**src/rtl/output_module.sv**
```systemverilog
// Four-port registered output block: per-port EMPTY/FULL handshake with a
// consumer acknowledge, sticky overrun flags and a combinational busy hint.
module output_module #(
    parameter int WIDTH = 8
) (
    input  logic             clk,
    input  logic             reset,
    input  logic             we,
    input  logic [1:0]       sel_port,
    input  logic [WIDTH-1:0] data_in,
    input  logic [3:0]       ack,
    input  logic             clr_ovr,
    output logic [WIDTH-1:0] out_p0,
    output logic [WIDTH-1:0] out_p1,
    output logic [WIDTH-1:0] out_p2,
    output logic [WIDTH-1:0] out_p3,
    output logic [3:0]       valid,
    output logic [3:0]       overrun,
    output logic             busy
);

    typedef enum logic {
        EMPTY = 1'b0,
        FULL  = 1'b1
    } port_state_t;

    port_state_t      state_q [4];
    port_state_t      state_d [4];
    logic [WIDTH-1:0] data_q  [4];
    logic [3:0]       ovr_q;
    logic [3:0]       wr_hit;
    logic [3:0]       ovr_set;

    always_comb begin
        wr_hit = '0;
        if (we) begin
            wr_hit[sel_port] = 1'b1;
        end
    end

    always_ff @(posedge clk or negedge reset) begin
        if (!reset) begin
            for (int unsigned i = 0; i < 4; i++) begin
                state_q[i] <= EMPTY;
            end
        end else begin
            for (int unsigned i = 0; i < 4; i++) begin
                state_q[i] <= state_d[i];
            end
        end
    end

    // An ack on an EMPTY port is ignored; a write always leaves the port FULL.
    always_comb begin
        for (int unsigned i = 0; i < 4; i++) begin
            state_d[i] = state_q[i];
            case (state_q[i])
                EMPTY: begin
                    if (wr_hit[i]) begin
                        state_d[i] = FULL;
                    end
                end
                FULL: begin
                    if (wr_hit[i]) begin
                        state_d[i] = FULL;
                    end else if (ack[i]) begin
                        state_d[i] = EMPTY;
                    end
                end
                default: state_d[i] = EMPTY;
            endcase
        end
    end

    always_comb begin
        valid   = '0;
        ovr_set = '0;
        for (int unsigned i = 0; i < 4; i++) begin
            valid[i]   = (state_q[i] == FULL);
            ovr_set[i] = (state_q[i] == FULL) && wr_hit[i] && !ack[i];
        end
        busy = valid[sel_port];
    end

    always_ff @(posedge clk or negedge reset) begin
        if (!reset) begin
            for (int unsigned i = 0; i < 4; i++) begin
                data_q[i] <= '0;
            end
        end else begin
            for (int unsigned i = 0; i < 4; i++) begin
                if (wr_hit[i]) begin
                    data_q[i] <= data_in;
                end
            end
        end
    end

    // A fresh overrun takes priority over a clear in the same cycle.
    always_ff @(posedge clk or negedge reset) begin
        if (!reset) begin
            ovr_q <= '0;
        end else begin
            ovr_q <= ovr_set | (ovr_q & {4{~clr_ovr}});
        end
    end

    assign overrun = ovr_q;
    assign out_p0  = data_q[0];
    assign out_p1  = data_q[1];
    assign out_p2  = data_q[2];
    assign out_p3  = data_q[3];

endmodule

```
**config.mk**
```make
export PLATFORM = sky130hd
export DESIGN_NAME = output_module
export DESIGN_NICKNAME = d
export VERILOG_FILES = /design/src/rtl/output_module.sv
export SDC_FILE = /design/constraint.sdc
export NUM_CORES = 1
export LEC_CHECK = 0
export BUFFER_PORTS_ARGS = -buffer_cell sky130_fd_sc_hd__buf_2
export CORE_MARGIN = 2
export CORE_UTILIZATION = 47
export CTS_CLUSTER_DIAMETER = 50
export CTS_CLUSTER_SIZE = 28
export DETAILED_ROUTE_END_ITERATION = 16
export PLACE_DENSITY = 0.78
export SLEW_MARGIN = 10
export SYNTH_ARGS = -nofsm -noshare
export SYNTH_HDL_FRONTEND = slang
export SYNTH_SLANG_ARGS = --single-unit
```
**constraint.sdc**
```tcl
create_clock -name clk -period 1.6 [get_ports clk]
set_clock_uncertainty 0.2 [all_clocks]
set_input_delay 0.32 -clock clk [delete_from_list [all_inputs] [get_ports clk]]
set_output_delay 0.32 -clock clk [all_outputs]
set_load 0.03 [all_outputs]
```
==> flow_summary.html, run 1 <==
<table>
<tr><th>Metric</th><th>Value</th></tr>
<tr><th colspan="2">Clock tree</th></tr>
<tr><td>Worst-case clock buffer depth</td><td>2</td></tr>
<tr><td>Clock tree from TritonCTS</td><td>done</td></tr>
<tr><td>Clock root cell</td><td>sky130_fd_sc_hd__clkbuf_4</td></tr>
<tr><td>Deepest level of the CTS H-tree</td><td>2</td></tr>
<tr><td>CTS Buf Count</td><td>5</td></tr>
<tr><td>Number of clock sinks</td><td>40</td></tr>
<tr><td>Clock network latency to the later pin of the worst-skew pair</td><td>0.35 ns</td></tr>
<tr><td>Buffers inserted by post-CTS timing repair</td><td>0</td></tr>
<tr><td>Clock slew seen by the registers of the worst setup and hold paths</td><td>0.12 ns</td></tr>
<tr><th colspan="2">Critical path</th></tr>
<tr><td>R2r worst-path depth</td><td>1</td></tr>
<tr><td>CP Launch Type</td><td>register</td></tr>
<tr><td>Slowest stage cell on the critical path</td><td>sky130_fd_sc_hd__mux4_2</td></tr>
<tr><td>Reg-to-Reg Start</td><td>out_p2[1]$_DFFE_PN0P_</td></tr>
<tr><td>Cell Chain, Critical Path</td><td>mux4_2, buf_6</td></tr>
<tr><td>Maximum fanout count along the critical path</td><td>3</td></tr>
<tr><td>Worst Path Required</td><td>1.08 ns</td></tr>
<tr><td>Number of buffer and inverter instances along the worst setup path</td><td>1</td></tr>
<tr><td>Crit path largest cell delay</td><td>0.47 ns</td></tr>
<tr><td>Setup slack of the worst register-to-register path</td><td>0.62 ns</td></tr>
<tr><td>Critical path capture point type</td><td>output pin</td></tr>
<tr><td>Reg-to-reg endpoint</td><td>out_p2[1]$_DFFE_PN0P_</td></tr>
<tr><td>Data arrival time of the critical path</td><td>1.41 ns</td></tr>
<tr><td>Worst setup path class</td><td>reg2out</td></tr>
<tr><td>Category of cells accounting for the largest share of critical-path delay</td><td>multiplexers</td></tr>
<tr><th colspan="2">Logic synthesis</th></tr>
<tr><td>Synth warn</td><td>0</td></tr>
<tr><td>Number of distinct library cells after synthesis</td><td>14</td></tr>
<tr><td>Post-Syn Instances</td><td>97</td></tr>
<tr><td>Part of the Yosys area used for sequential elements</td><td>64.6%</td></tr>
<tr><td>Post-Syn Nets</td><td>115</td></tr>
<tr><td>Combined area of all synthesized cells</td><td>0.00155 mm^2</td></tr>
<tr><td>Flops &amp; latches, synth</td><td>40</td></tr>
<tr><td>Syn_area_per_cell</td><td>16.0 um^2</td></tr>
<tr><th colspan="2">Floorplan</th></tr>
<tr><td>I/O pin total</td><td>59</td></tr>
<tr><td>Std cell rows</td><td>20</td></tr>
<tr><td>Width of the chip</td><td>61.4 um</td></tr>
<tr><td>Area of the core</td><td>0.00310 mm^2</td></tr>
<tr><td>Starting density of the core</td><td>50.0%</td></tr>
<tr><td>Die height</td><td>61.4 um</td></tr>
<tr><td>DIE AREA</td><td>0.00377 mm^2</td></tr>
<tr><th colspan="2">Power</th></tr>
<tr><td>Worst IR Drop VDD</td><td>0.765 mV</td></tr>
<tr><td>Internal power consumption</td><td>1.68 mW</td></tr>
<tr><td>P_sw</td><td>915 uW</td></tr>
<tr><td>Sequential power share</td><td>48.4%</td></tr>
<tr><td>Pwr dens</td><td>1260 mW/mm^2</td></tr>
<tr><td>Combinational cell fraction of total power</td><td>31.1%</td></tr>
<tr><td>Relative contribution of the clock network to total power</td><td>20.5%</td></tr>
<tr><td>Leakage</td><td>1.04 nW</td></tr>
<tr><td>Sw Ratio</td><td>35.3%</td></tr>
<tr><th colspan="2">Finish</th></tr>
<tr><td>Count of antenna diodes in the layout</td><td>0</td></tr>
<tr><td>Number of nets in the layout</td><td>190</td></tr>
<tr><td>Number of cells in the finished layout apart from fillers</td><td>217</td></tr>
<tr><td>Area added between synthesis and finish</td><td>32.6%</td></tr>
<tr><td>Fraction of final layout cells with drive strength greater than 1</td><td>65.9%</td></tr>
<tr><th colspan="2">Global routing</th></tr>
<tr><td>Largest net degree at the start of global routing</td><td>23</td></tr>
<tr><td>Global-route wire length before repair</td><td>4.81 mm</td></tr>
<tr><td>Antenna violations before repair</td><td>0</td></tr>
<tr><td>Total gr overflow</td><td>0</td></tr>
<tr><td>Total GRT Usage</td><td>18.3%</td></tr>
<tr><td>Via count of the first global-routing pass</td><td>1073</td></tr>
<tr><th colspan="2">Timing</th></tr>
<tr><td>Achievable clock frequency</td><td>0.518 GHz</td></tr>
<tr><td>Endpoints failing hold</td><td>0</td></tr>
<tr><td>Final worst slack</td><td>-0.329 ns</td></tr>
<tr><td>Worst-margin pin slew</td><td>0.442 ns</td></tr>
<tr><td>RSZ-0062 raised after global routing</td><td>true</td></tr>
<tr><td>Number of pins with negative max-slew slack in the final report</td><td>0</td></tr>
<tr><td>Relative slew slack</td><td>70.5%</td></tr>
<tr><td>Setup violations, final</td><td>1</td></tr>
<tr><td>Minimum period implied by the final worst setup slack</td><td>1.93 ns</td></tr>
<tr><td>Sum Neg Setup Slack</td><td>-0.329 ns</td></tr>
<tr><td>Share of the cycle needed by the critical path after routing</td><td>121%</td></tr>
<tr><th colspan="2">Route</th></tr>
<tr><td>Detailed Route WL</td><td>3.19 mm</td></tr>
<tr><td>Drt wl/cell</td><td>14.7 um</td></tr>
<tr><td>Count of unresolved DRC violations after routing</td><td>0</td></tr>
<tr><td>Number of routed nets with antenna violations</td><td>0</td></tr>
<tr><td>Detailed Routing Iterations Pass 1</td><td>4</td></tr>
<tr><td>Detailed Route Iter0 Violations</td><td>27</td></tr>
<tr><td>Number of vias after detailed routing</td><td>1049</td></tr>
<tr><td>Detailed-route vias per instance</td><td>4.83</td></tr>
<tr><th colspan="2">Place</th></tr>
<tr><td>Gp weighted congestion</td><td>0.713</td></tr>
<tr><td>Port Buf Inserts</td><td>58</td></tr>
<tr><td>Worst slack, placed</td><td>-0.0282 ns</td></tr>
<tr><td>Cells after DPL</td><td>207</td></tr>
<tr><td>HPWL after detailed placement</td><td>2.47 mm</td></tr>
<tr><th colspan="2">Flow run</th></tr>
<tr><td>Max-cap violation count</td><td>0</td></tr>
<tr><th colspan="2">Hold path</th></tr>
<tr><td>Class of the tightest hold or removal check</td><td>in2reg</td></tr>
<tr><td>Hold Crit Depth</td><td>3</td></tr>
<tr><td>Startpoint of the most critical hold path</td><td>ack[2]</td></tr>
<tr><td>Worst Hold Path EP</td><td>valid[2]$_DFF_PN0_</td></tr>
<tr><th colspan="2">Status</th></tr>
<tr><td>Run status</td><td>complete, but fails checks</td></tr>
<tr><td>Violated checks</td><td>setup timing</td></tr>
</table>
==> power groups by stage <==
| stage | Clock [mW] | Sequential [mW] | Combinational [mW] |
|---|---|---|---|
| floorplan | 0 | 1.60 | 0.190 |
| global placement | 0 | 1.27 | 0.790 |
| detailed placement | 0 | 1.28 | 0.809 |
| CTS | 0.548 | 1.26 | 0.816 |
| global route | 0.582 | 1.27 | 0.853 |
| finish | 0.530 | 1.25 | 0.807 |
==> tightest hold or removal path: cells and delay by family <==
family	cells	cell delay, ns
and+or+nand+nor	2	0.17
buffers and inverters	1	0.07
==> stage by stage <==
step	instance area (um^2)	utilization [%]	hold slack, ns	total power, mW
2_1_floorplan	1550	-	-0.176	1.79
3_3_place_gp	1970	63.4	0.0804	2.06
3_5_place_dp	1970	63.4	0.0919	2.09
4_1_cts	2060	66.3	0.0106	2.62
5_1_grt	2060	66.3	0.0119	2.71
6_report	2060	66.3	0.0235	2.59
==> layout by cell type, fill, tap and decap left out, types with 4 or more instances in the layout <==
cell type and instances:
sky130_fd_sc_hd__buf_2 57, sky130_fd_sc_hd__buf_4 10, sky130_fd_sc_hd__clkbuf_4 5, sky130_fd_sc_hd__dfrtp_1 38
sky130_fd_sc_hd__inv_1 4, sky130_fd_sc_hd__mux2_2 28, sky130_fd_sc_hd__mux2_4 4, sky130_fd_sc_hd__nand2_1 4
sky130_fd_sc_hd__nand2b_1 4, sky130_fd_sc_hd__o22ai_1 4
==> worst max path at each step <==
stage / from / end / slack, ns / depth (start not counted)
final: valid[2]$_DFF_PN0_ / busy / -0.33 / 2
after global routing: valid[2]$_DFF_PN0_ / busy / -0.38 / 2
after CTS: valid[2]$_DFF_PN0_ / busy / -0.34 / 2
after detailed placement: sel_port[0] / busy / -0.03 / 3
after global placement: sel_port[0] / busy / -0.04 / 3
after floorplan: valid[0]$_DFF_PN0_ / busy / 0.005 / 1
==> per-layer routing <==
metal	part of all wire (%)	GRT usage (%)
met3	6.2	7.35
met2	53	31.0
met1	40	20.3
met4	1.3	8.51
met5	0	0
==> area by class of cell <==
cell class                      instances  area, um^2
Sequential cell                        40        1000
Inverter                                4        15.0
Tap cell                               44        55.1
Timing Repair Buffer                   71         412
Clock buffer                            6        51.3
Clock inverter                          2        10.0
Multi-Input combinational cell         50         509
Fill cell                             257        1050
==> registers in the layout (all words and copies together) (netlist names) <==
name,count
out_p0,8
out_p1,8
out_p2,8
out_p3,8
overrun,4
valid,4
==> logic make-up (layout without fill, tap and decap cells) <==
family	count (synthesis)	count (layout)	share of synthesized area, %
buf+inv	7	83	2.34
mux	33	33	25.9
compound gates	4	4	1.61
flops	40	40	64.6
simple gates	13	13	5.57
==> cell usage after synthesis, drive strengths merged <==
library cell	number	area (um^2)
o22ai	4	25.0
mux4	1	26.3
nand2	4	15.0
nand3b	2	15.0
dfrtp	40	1000
nand2b	4	25.0
buf	3	21.3
nand3	1	10.0
nor3b	1	12.5
or3b	1	8.76
inv	4	15.0
mux2	32	375
==> timing repair <==
item,4_1_cts,5_1_grt
hold buffers,2,0
endpoints found under the hold margin,21,0
setup endpoints to repair,1,1
resized for setup,2,0
(Power assumes the default switching activity.)
==> inputs of run 2 (changes only) <==
- CORE_UTILIZATION: 47 -> 26
- PLACE_DENSITY: 0.78 -> 0.49
- RECOVER_POWER: unset -> 25
==> flow_summary.html, run 2 (same netlist as run 1, synthesis figures left out) <==
<table>
<tr><th>Metric</th><th>Value</th></tr>
<tr><th colspan="2">Status</th></tr>
<tr><td>Run status</td><td>complete, but fails checks</td></tr>
<tr><td>Violated checks</td><td>setup timing</td></tr>
<tr><th colspan="2">Timing</th></tr>
<tr><td>Setup violations, final</td><td>1 (unchanged)</td></tr>
<tr><td>Share of the cycle needed by the critical path after routing</td><td>115% (-5.7 points)</td></tr>
<tr><td>Relative slew slack</td><td>64.0% (-6.5 points)</td></tr>
<tr><td>Achievable clock frequency</td><td>0.544 GHz (+4.9%)</td></tr>
<tr><td>Sum Neg Setup Slack</td><td>-0.239 ns (+0.0908 ns)</td></tr>
<tr><td>Endpoints failing hold</td><td>0 (unchanged)</td></tr>
<tr><td>Final worst slack</td><td>-0.239 ns (+0.0908 ns)</td></tr>
<tr><td>RSZ-0062 raised after global routing</td><td>true</td></tr>
<tr><td>Minimum period implied by the final worst setup slack</td><td>1.84 ns (-0.0908 ns)</td></tr>
<tr><td>Worst-margin pin slew</td><td>0.540 ns (+0.0976 ns)</td></tr>
<tr><td>Number of pins with negative max-slew slack in the final report</td><td>0 (unchanged)</td></tr>
<tr><th colspan="2">Floorplan</th></tr>
<tr><td>DIE AREA</td><td>0.00660 mm^2 (+75%)</td></tr>
<tr><td>Std cell rows</td><td>28 (+40%)</td></tr>
<tr><td>Die height</td><td>81.2 um (+32%)</td></tr>
<tr><td>Area of the core</td><td>0.00585 mm^2 (+89%)</td></tr>
<tr><td>Starting density of the core</td><td>26.5% (-23 points)</td></tr>
<tr><td>Width of the chip</td><td>81.2 um (+32%)</td></tr>
<tr><td>I/O pin total</td><td>59 (unchanged)</td></tr>
<tr><th colspan="2">Route</th></tr>
<tr><td>Detailed Routing Iterations Pass 1</td><td>3 (-1)</td></tr>
<tr><td>Detailed Route WL</td><td>3.52 mm (+10%)</td></tr>
<tr><td>Drt wl/cell</td><td>14.4 um (-2.2%)</td></tr>
<tr><td>Count of unresolved DRC violations after routing</td><td>0 (unchanged)</td></tr>
<tr><td>Number of routed nets with antenna violations</td><td>0 (unchanged)</td></tr>
<tr><td>Detailed-route vias per instance</td><td>4.24 (-12%)</td></tr>
<tr><td>Detailed Route Iter0 Violations</td><td>16 (-41%)</td></tr>
<tr><td>Number of vias after detailed routing</td><td>1040 (-0.86%)</td></tr>
<tr><th colspan="2">Critical path</th></tr>
<tr><td>Data arrival time of the critical path</td><td>1.32 ns (-0.09 ns)</td></tr>
<tr><td>Worst Path Required</td><td>1.08 ns (about the same)</td></tr>
<tr><td>Worst setup path class</td><td>reg2out</td></tr>
<tr><td>Critical path capture point type</td><td>output pin</td></tr>
<tr><td>Maximum fanout count along the critical path</td><td>2 (-1)</td></tr>
<tr><td>CP Launch Type</td><td>register</td></tr>
<tr><th colspan="2">Clock tree</th></tr>
<tr><td>Deepest level of the CTS H-tree</td><td>2 (unchanged)</td></tr>
<tr><td>Worst-case clock buffer depth</td><td>2 (unchanged)</td></tr>
<tr><td>Clock tree from TritonCTS</td><td>done</td></tr>
<tr><td>Clock slew seen by the registers of the worst setup and hold paths</td><td>0.07 ns (-0.05 ns)</td></tr>
<tr><td>Clock network latency to the later pin of the worst-skew pair</td><td>0.28 ns (-0.07 ns)</td></tr>
<tr><td>Number of clock sinks</td><td>40 (unchanged)</td></tr>
<tr><td>CTS Buf Count</td><td>5 (unchanged)</td></tr>
<tr><td>Clock root cell</td><td>sky130_fd_sc_hd__clkbuf_8</td></tr>
<tr><th colspan="2">Finish</th></tr>
<tr><td>Fraction of final layout cells with drive strength greater than 1</td><td>64.7% (-1.2 points)</td></tr>
<tr><td>Number of nets in the layout</td><td>187 (-1.6%)</td></tr>
<tr><td>Most common cell after layout, fill and taps aside</td><td>sky130_fd_sc_hd__buf_2</td></tr>
<tr><td>Leading cell types in the layout, fill and taps excluded</td><td>sky130_fd_sc_hd__buf_2 (57), sky130_fd_sc_hd__dfrtp_1 (38), sky130_fd_sc_hd__mux2_2 (28)</td></tr>
<tr><td>Count of antenna diodes in the layout</td><td>0 (unchanged)</td></tr>
<tr><td>Area added between synthesis and finish</td><td>36.2%</td></tr>
<tr><th colspan="2">Global routing</th></tr>
<tr><td>Total GRT Usage</td><td>11.2% (-7.1 points)</td></tr>
<tr><td>Global-route wire length before repair</td><td>5.56 mm (+16%)</td></tr>
<tr><td>Largest net degree at the start of global routing</td><td>41 (+78%)</td></tr>
<tr><td>Via count of the first global-routing pass</td><td>1115 (+3.9%)</td></tr>
<tr><td>Total gr overflow</td><td>0 (unchanged)</td></tr>
<tr><td>Antenna violations before repair</td><td>0 (unchanged)</td></tr>
<tr><th colspan="2">Power</th></tr>
<tr><td>Total power draw</td><td>2.73 mW (+5.4%)</td></tr>
<tr><td>Worst IR Drop VDD</td><td>0.463 mV (-40%)</td></tr>
<tr><td>Leakage</td><td>1.04 nW (+0.27%)</td></tr>
<tr><td>Pwr dens</td><td>1290 mW/mm^2 (+2.6%)</td></tr>
<tr><th colspan="2">Place</th></tr>
<tr><td>HPWL after detailed placement</td><td>2.64 mm (+6.9%)</td></tr>
<tr><td>Gp weighted congestion</td><td>0.744 (+4.5%)</td></tr>
<tr><td>Port Buf Inserts</td><td>58 (unchanged)</td></tr>
<tr><th colspan="2">Flow run</th></tr>
<tr><td>Max-cap violation count</td><td>0 (unchanged)</td></tr>
<tr><th colspan="2">Hold path</th></tr>
<tr><td>Class of the tightest hold or removal check</td><td>in2reg</td></tr>
</table>
==> run 2: per-layer routing <==
layer	track usage, %	vias to the layer above	wire length [um]
met2	19.3	38	1740
li1	-	482	-
met3	3.44	4	245
met1	13.7	516	1520
met4	3.05	0	16
met5	0	-	0
==> run 2: layout make-up <==
type,count,area [um^2]
Inverter,4,15.0
Fill cell,580,3740
Clock buffer,8,90.1
Tap cell,75,93.8
Multi-Input combinational cell,50,509
Sequential cell,40,1000
Timing Repair Buffer,68,399
==> run 2: timing repair <==
action                                  in CTS  in global routing
gates resized for setup                      2                  0
hold buffers                                 1                  0
buffers inserted                             1                  0
endpoints found under the hold margin       40                  0
endpoints found under the setup margin       1                  1
==> run 2: worst max-delay path, cell delays in order (launching register included) <==
cell and delay, ns:
sky130_fd_sc_hd__dfrtp_2 0.41, sky130_fd_sc_hd__mux4_2 0.48, sky130_fd_sc_hd__buf_6 0.15
==> run 2: report_power, final <==
part	leakage, nW	internal, mW	total, mW	switching, mW
combinational	0.513	0.294	0.808	0.514
clock	0.0455	0.351	0.663	0.312
sequential	0.483	1.18	1.26	0.0857
==> run 2: worst paths after layout <==
check / startpoint / to / slack [ns] / cells past startpoint
worst min-delay path: clr_ovr / overrun[2]$_DFF_PN0_ / 0.08 / 2
worst max-delay path: valid[3]$_DFF_PN0_ / busy / -0.24 / 2
max in group asynchronous: reset / valid[3]$_DFF_PN0_ / 0.33 / 3
min in group asynchronous: reset / out_p2[3]$_DFFE_PN0P_ / 0.47 / 3
worst max register to register: valid[3]$_DFF_PN0_ / overrun[3]$_DFF_PN0_ / 0.59 / 3
worst min register to register: out_p1[1]$_DFFE_PN0P_ / out_p1[1]$_DFFE_PN0P_ / 0.30 / 1
==> run 2: stage by stage <==
stage          cell area, um^2  util (%)  cells  setup slack, ns  hold WS (ns)
6_report                  2110      36.1    245           -0.239        0.0804
5_1_grt                   2110      36.1    245           -0.280        0.0706
4_1_cts                   2120      36.3    245           -0.258        0.0741
3_5_place_dp              2010      34.3    235          -0.0683         0.108
3_3_place_gp              2010      34.3    235          -0.0253         0.102
2_1_floorplan             1550         -     97          0.00451        -0.176
==> inputs of run 3 (changes only) <==
- CORE_MARGIN: 2 -> 5
==> flow_summary.html, run 3 (same netlist as run 1, synthesis figures left out) <==
<table>
<tr><th>Metric</th><th>Value</th></tr>
<tr><th colspan="2">Status</th></tr>
<tr><td>Run status</td><td>complete, but fails checks</td></tr>
<tr><td>Violated checks</td><td>setup timing</td></tr>
<tr><th colspan="2">Finish</th></tr>
<tr><td>Area of the multi-input gates</td><td>509 um^2 (unchanged)</td></tr>
<tr><td>Area occupied by registers</td><td>0.00100 mm^2 (unchanged)</td></tr>
<tr><td>Final Instance Area</td><td>0.00211 mm^2 (-0.12%)</td></tr>
<tr><td>Leading cell types in the layout, fill and taps excluded</td><td>sky130_fd_sc_hd__buf_2 (57), sky130_fd_sc_hd__dfrtp_1 (38), sky130_fd_sc_hd__mux2_2 (28)</td></tr>
<tr><td>Number of inserted filler cells in the final layout</td><td>585 (+0.86%)</td></tr>
<tr><td>Number of cells in the finished layout apart from fillers</td><td>246 (+0.41%)</td></tr>
<tr><td>Fraction of final layout cells with drive strength greater than 1</td><td>66.1% (+1.4 points)</td></tr>
<tr><td>Count of antenna diodes in the layout</td><td>0 (unchanged)</td></tr>
<tr><td>Number of nets in the layout</td><td>188 (+0.53%)</td></tr>
<tr><td>Area added between synthesis and finish</td><td>36.0%</td></tr>
<tr><td>Most common cell after layout, fill and taps aside</td><td>sky130_fd_sc_hd__buf_2</td></tr>
<tr><th colspan="2">Clock tree</th></tr>
<tr><td>Number of clock sinks</td><td>40 (unchanged)</td></tr>
<tr><td>Clock slew seen by the registers of the worst setup and hold paths</td><td>0.07 ns (about the same)</td></tr>
<tr><td>Clock root cell</td><td>sky130_fd_sc_hd__clkbuf_8</td></tr>
<tr><td>CTS Buf Count</td><td>5 (unchanged)</td></tr>
<tr><td>Deepest level of the CTS H-tree</td><td>2 (unchanged)</td></tr>
<tr><td>Worst-case clock buffer depth</td><td>2 (unchanged)</td></tr>
<tr><td>Clock network latency to the later pin of the worst-skew pair</td><td>0.28 ns (about the same)</td></tr>
<tr><td>Clock tree from TritonCTS</td><td>done</td></tr>
<tr><th colspan="2">Route</th></tr>
<tr><td>Detailed Route Iter0 Violations</td><td>20 (+4)</td></tr>
<tr><td>Detailed Routing Iterations Pass 1</td><td>4 (+1)</td></tr>
<tr><td>Count of unresolved DRC violations after routing</td><td>0 (unchanged)</td></tr>
<tr><td>Detailed Route WL</td><td>3.57 mm (+1.3%)</td></tr>
<tr><td>Number of vias after detailed routing</td><td>1028 (-1.2%)</td></tr>
<tr><td>Number of routed nets with antenna violations</td><td>0 (unchanged)</td></tr>
<tr><td>Detailed-route vias per instance</td><td>4.18 (-1.6%)</td></tr>
<tr><td>Drt wl/cell</td><td>14.5 um (+0.92%)</td></tr>
<tr><th colspan="2">Timing</th></tr>
<tr><td>RSZ-0062 raised after global routing</td><td>true</td></tr>
<tr><td>Number of pins with negative max-slew slack in the final report</td><td>0 (unchanged)</td></tr>
<tr><td>Final worst slack</td><td>-0.236 ns (+0.00216 ns)</td></tr>
<tr><td>Relative slew slack</td><td>64.7% (+0.68 points)</td></tr>
<tr><td>Worst hold slack across all endpoints</td><td>0.0860 ns (+0.00564 ns)</td></tr>
<tr><td>Setup violations, final</td><td>1 (unchanged)</td></tr>
<tr><td>Endpoints failing hold</td><td>0 (unchanged)</td></tr>
<tr><td>Worst-margin pin slew</td><td>0.530 ns (-0.0102 ns)</td></tr>
<tr><td>Sum Neg Setup Slack</td><td>-0.236 ns (+0.00216 ns)</td></tr>
<tr><td>Share of the cycle needed by the critical path after routing</td><td>115% (-0.13 points)</td></tr>
<tr><td>Achievable clock frequency</td><td>0.545 GHz (+0.12%)</td></tr>
<tr><td>Minimum period implied by the final worst setup slack</td><td>1.84 ns (-0.00216 ns)</td></tr>
<tr><th colspan="2">Critical path</th></tr>
<tr><td>Critical path capture point type</td><td>output pin</td></tr>
<tr><td>Worst Path Required</td><td>1.08 ns (about the same)</td></tr>
<tr><td>Data arrival time of the critical path</td><td>1.32 ns (about the same)</td></tr>
<tr><td>Worst setup path class</td><td>reg2out</td></tr>
<tr><td>CP Launch Type</td><td>register</td></tr>
<tr><td>Maximum fanout count along the critical path</td><td>2 (unchanged)</td></tr>
<tr><th colspan="2">Place</th></tr>
<tr><td>HPWL after detailed placement</td><td>2.68 mm (+1.6%)</td></tr>
<tr><td>Worst slack, placed</td><td>-0.0242 ns (+0.0441 ns)</td></tr>
<tr><td>Instance area after placement</td><td>0.00200 mm^2 (-0.62%)</td></tr>
<tr><td>Gp weighted congestion</td><td>0.715 (-4.0%)</td></tr>
<tr><td>Cells after DPL</td><td>235 (unchanged)</td></tr>
<tr><td>Port Buf Inserts</td><td>58 (unchanged)</td></tr>
<tr><th colspan="2">Power</th></tr>
<tr><td>Worst IR Drop VDD</td><td>0.356 mV (-23%)</td></tr>
<tr><td>Pwr dens</td><td>1300 mW/mm^2 (+0.13%)</td></tr>
<tr><td>Leakage</td><td>1.05 nW (+0.39%)</td></tr>
<tr><th colspan="2">Global routing</th></tr>
<tr><td>Total GRT Usage</td><td>9.95% (-1.3 points)</td></tr>
<tr><td>Total gr overflow</td><td>0 (unchanged)</td></tr>
<tr><td>Largest net degree at the start of global routing</td><td>41 (unchanged)</td></tr>
<tr><td>Antenna violations before repair</td><td>0 (unchanged)</td></tr>
<tr><td>Global-route wire length before repair</td><td>5.57 mm (+0.13%)</td></tr>
<tr><td>Via count of the first global-routing pass</td><td>1066 (-4.4%)</td></tr>
<tr><th colspan="2">Floorplan</th></tr>
<tr><td>Die height</td><td>87.2 um (+7.4%)</td></tr>
<tr><td>Width of the chip</td><td>87.2 um (+7.4%)</td></tr>
<tr><td>Area of the core</td><td>0.00585 mm^2 (unchanged)</td></tr>
<tr><td>DIE AREA</td><td>0.00761 mm^2 (+15%)</td></tr>
<tr><td>I/O pin total</td><td>59 (unchanged)</td></tr>
<tr><td>Starting density of the core</td><td>26.5% (unchanged)</td></tr>
<tr><td>Std cell rows</td><td>28 (unchanged)</td></tr>
<tr><th colspan="2">Flow run</th></tr>
<tr><td>Max-cap violation count</td><td>0 (unchanged)</td></tr>
<tr><th colspan="2">Hold path</th></tr>
<tr><td>Class of the tightest hold or removal check</td><td>in2reg</td></tr>
</table>
==> run 3: power breakdown <==
group | internal [mW] | switching [mW] | total (mW)
registers | 1.18 | 0.0861 | 1.26
logic | 0.293 | 0.515 | 0.808
clock network | 0.343 | 0.320 | 0.663
total | 1.81 | 0.921 | 2.73
==> run 3: final cells by class <==
class	instances	area share (%)
Sequential cell	40	47.6
Tap cell	75	4.45
Clock inverter	2	0.475
Multi-Input combinational cell	50	24.2
Timing Repair Buffer	69	18.7
Inverter	4	0.712
Clock buffer	6	3.92
==> run 3: worst paths after layout <==
path / start / endpoint / slack, ns / cells past startpoint
min: clr_ovr / overrun[3]$_DFF_PN0_ / 0.09 / 2
min in group asynchronous: reset / valid[1]$_DFF_PN0_ / 0.47 / 3
max: valid[3]$_DFF_PN0_ / busy / -0.24 / 2
min reg2reg: out_p1[4]$_DFFE_PN0P_ / out_p1[4]$_DFFE_PN0P_ / 0.30 / 1
max in group asynchronous: reset / valid[2]$_DFF_PN0_ / 0.35 / 3
max reg2reg: valid[2]$_DFF_PN0_ / overrun[2]$_DFF_PN0_ / 0.59 / 3
==> run 3: worst max-delay path: stages, from the launching register on <==
cell and delay, ns:
sky130_fd_sc_hd__dfrtp_2 0.40, sky130_fd_sc_hd__mux4_2 0.47, sky130_fd_sc_hd__buf_6 0.15
==> run 3: layer usage <==
metal	vias up	routed length [um]	global-route usage [%]
met5	-	0	0
met4	0	27	4.60
met3	2	339	4.16
met2	38	1860	16.3
met1	508	1340	11.3
li1	480	-	-
==> run 3: stage by stage <==
stage / util (%) / power (mW)
after floorplan: - / 1.79
after detailed placement: 34.1 / 2.10
after CTS: 36.2 / 2.79
after global placement: 34.1 / 2.08
after global routing: 36.0 / 2.89
final: 36.0 / 2.73
==> run 3: what timing repair did <==
action / in CTS / in global routing
hold buffers: 1 / 0
endpoints found under the hold margin: 40 / 0
buffers inserted: 2 / 0
gates resized for setup: 2 / 0
setup endpoints to repair: 1 / 1
pin swaps: 0 / 0
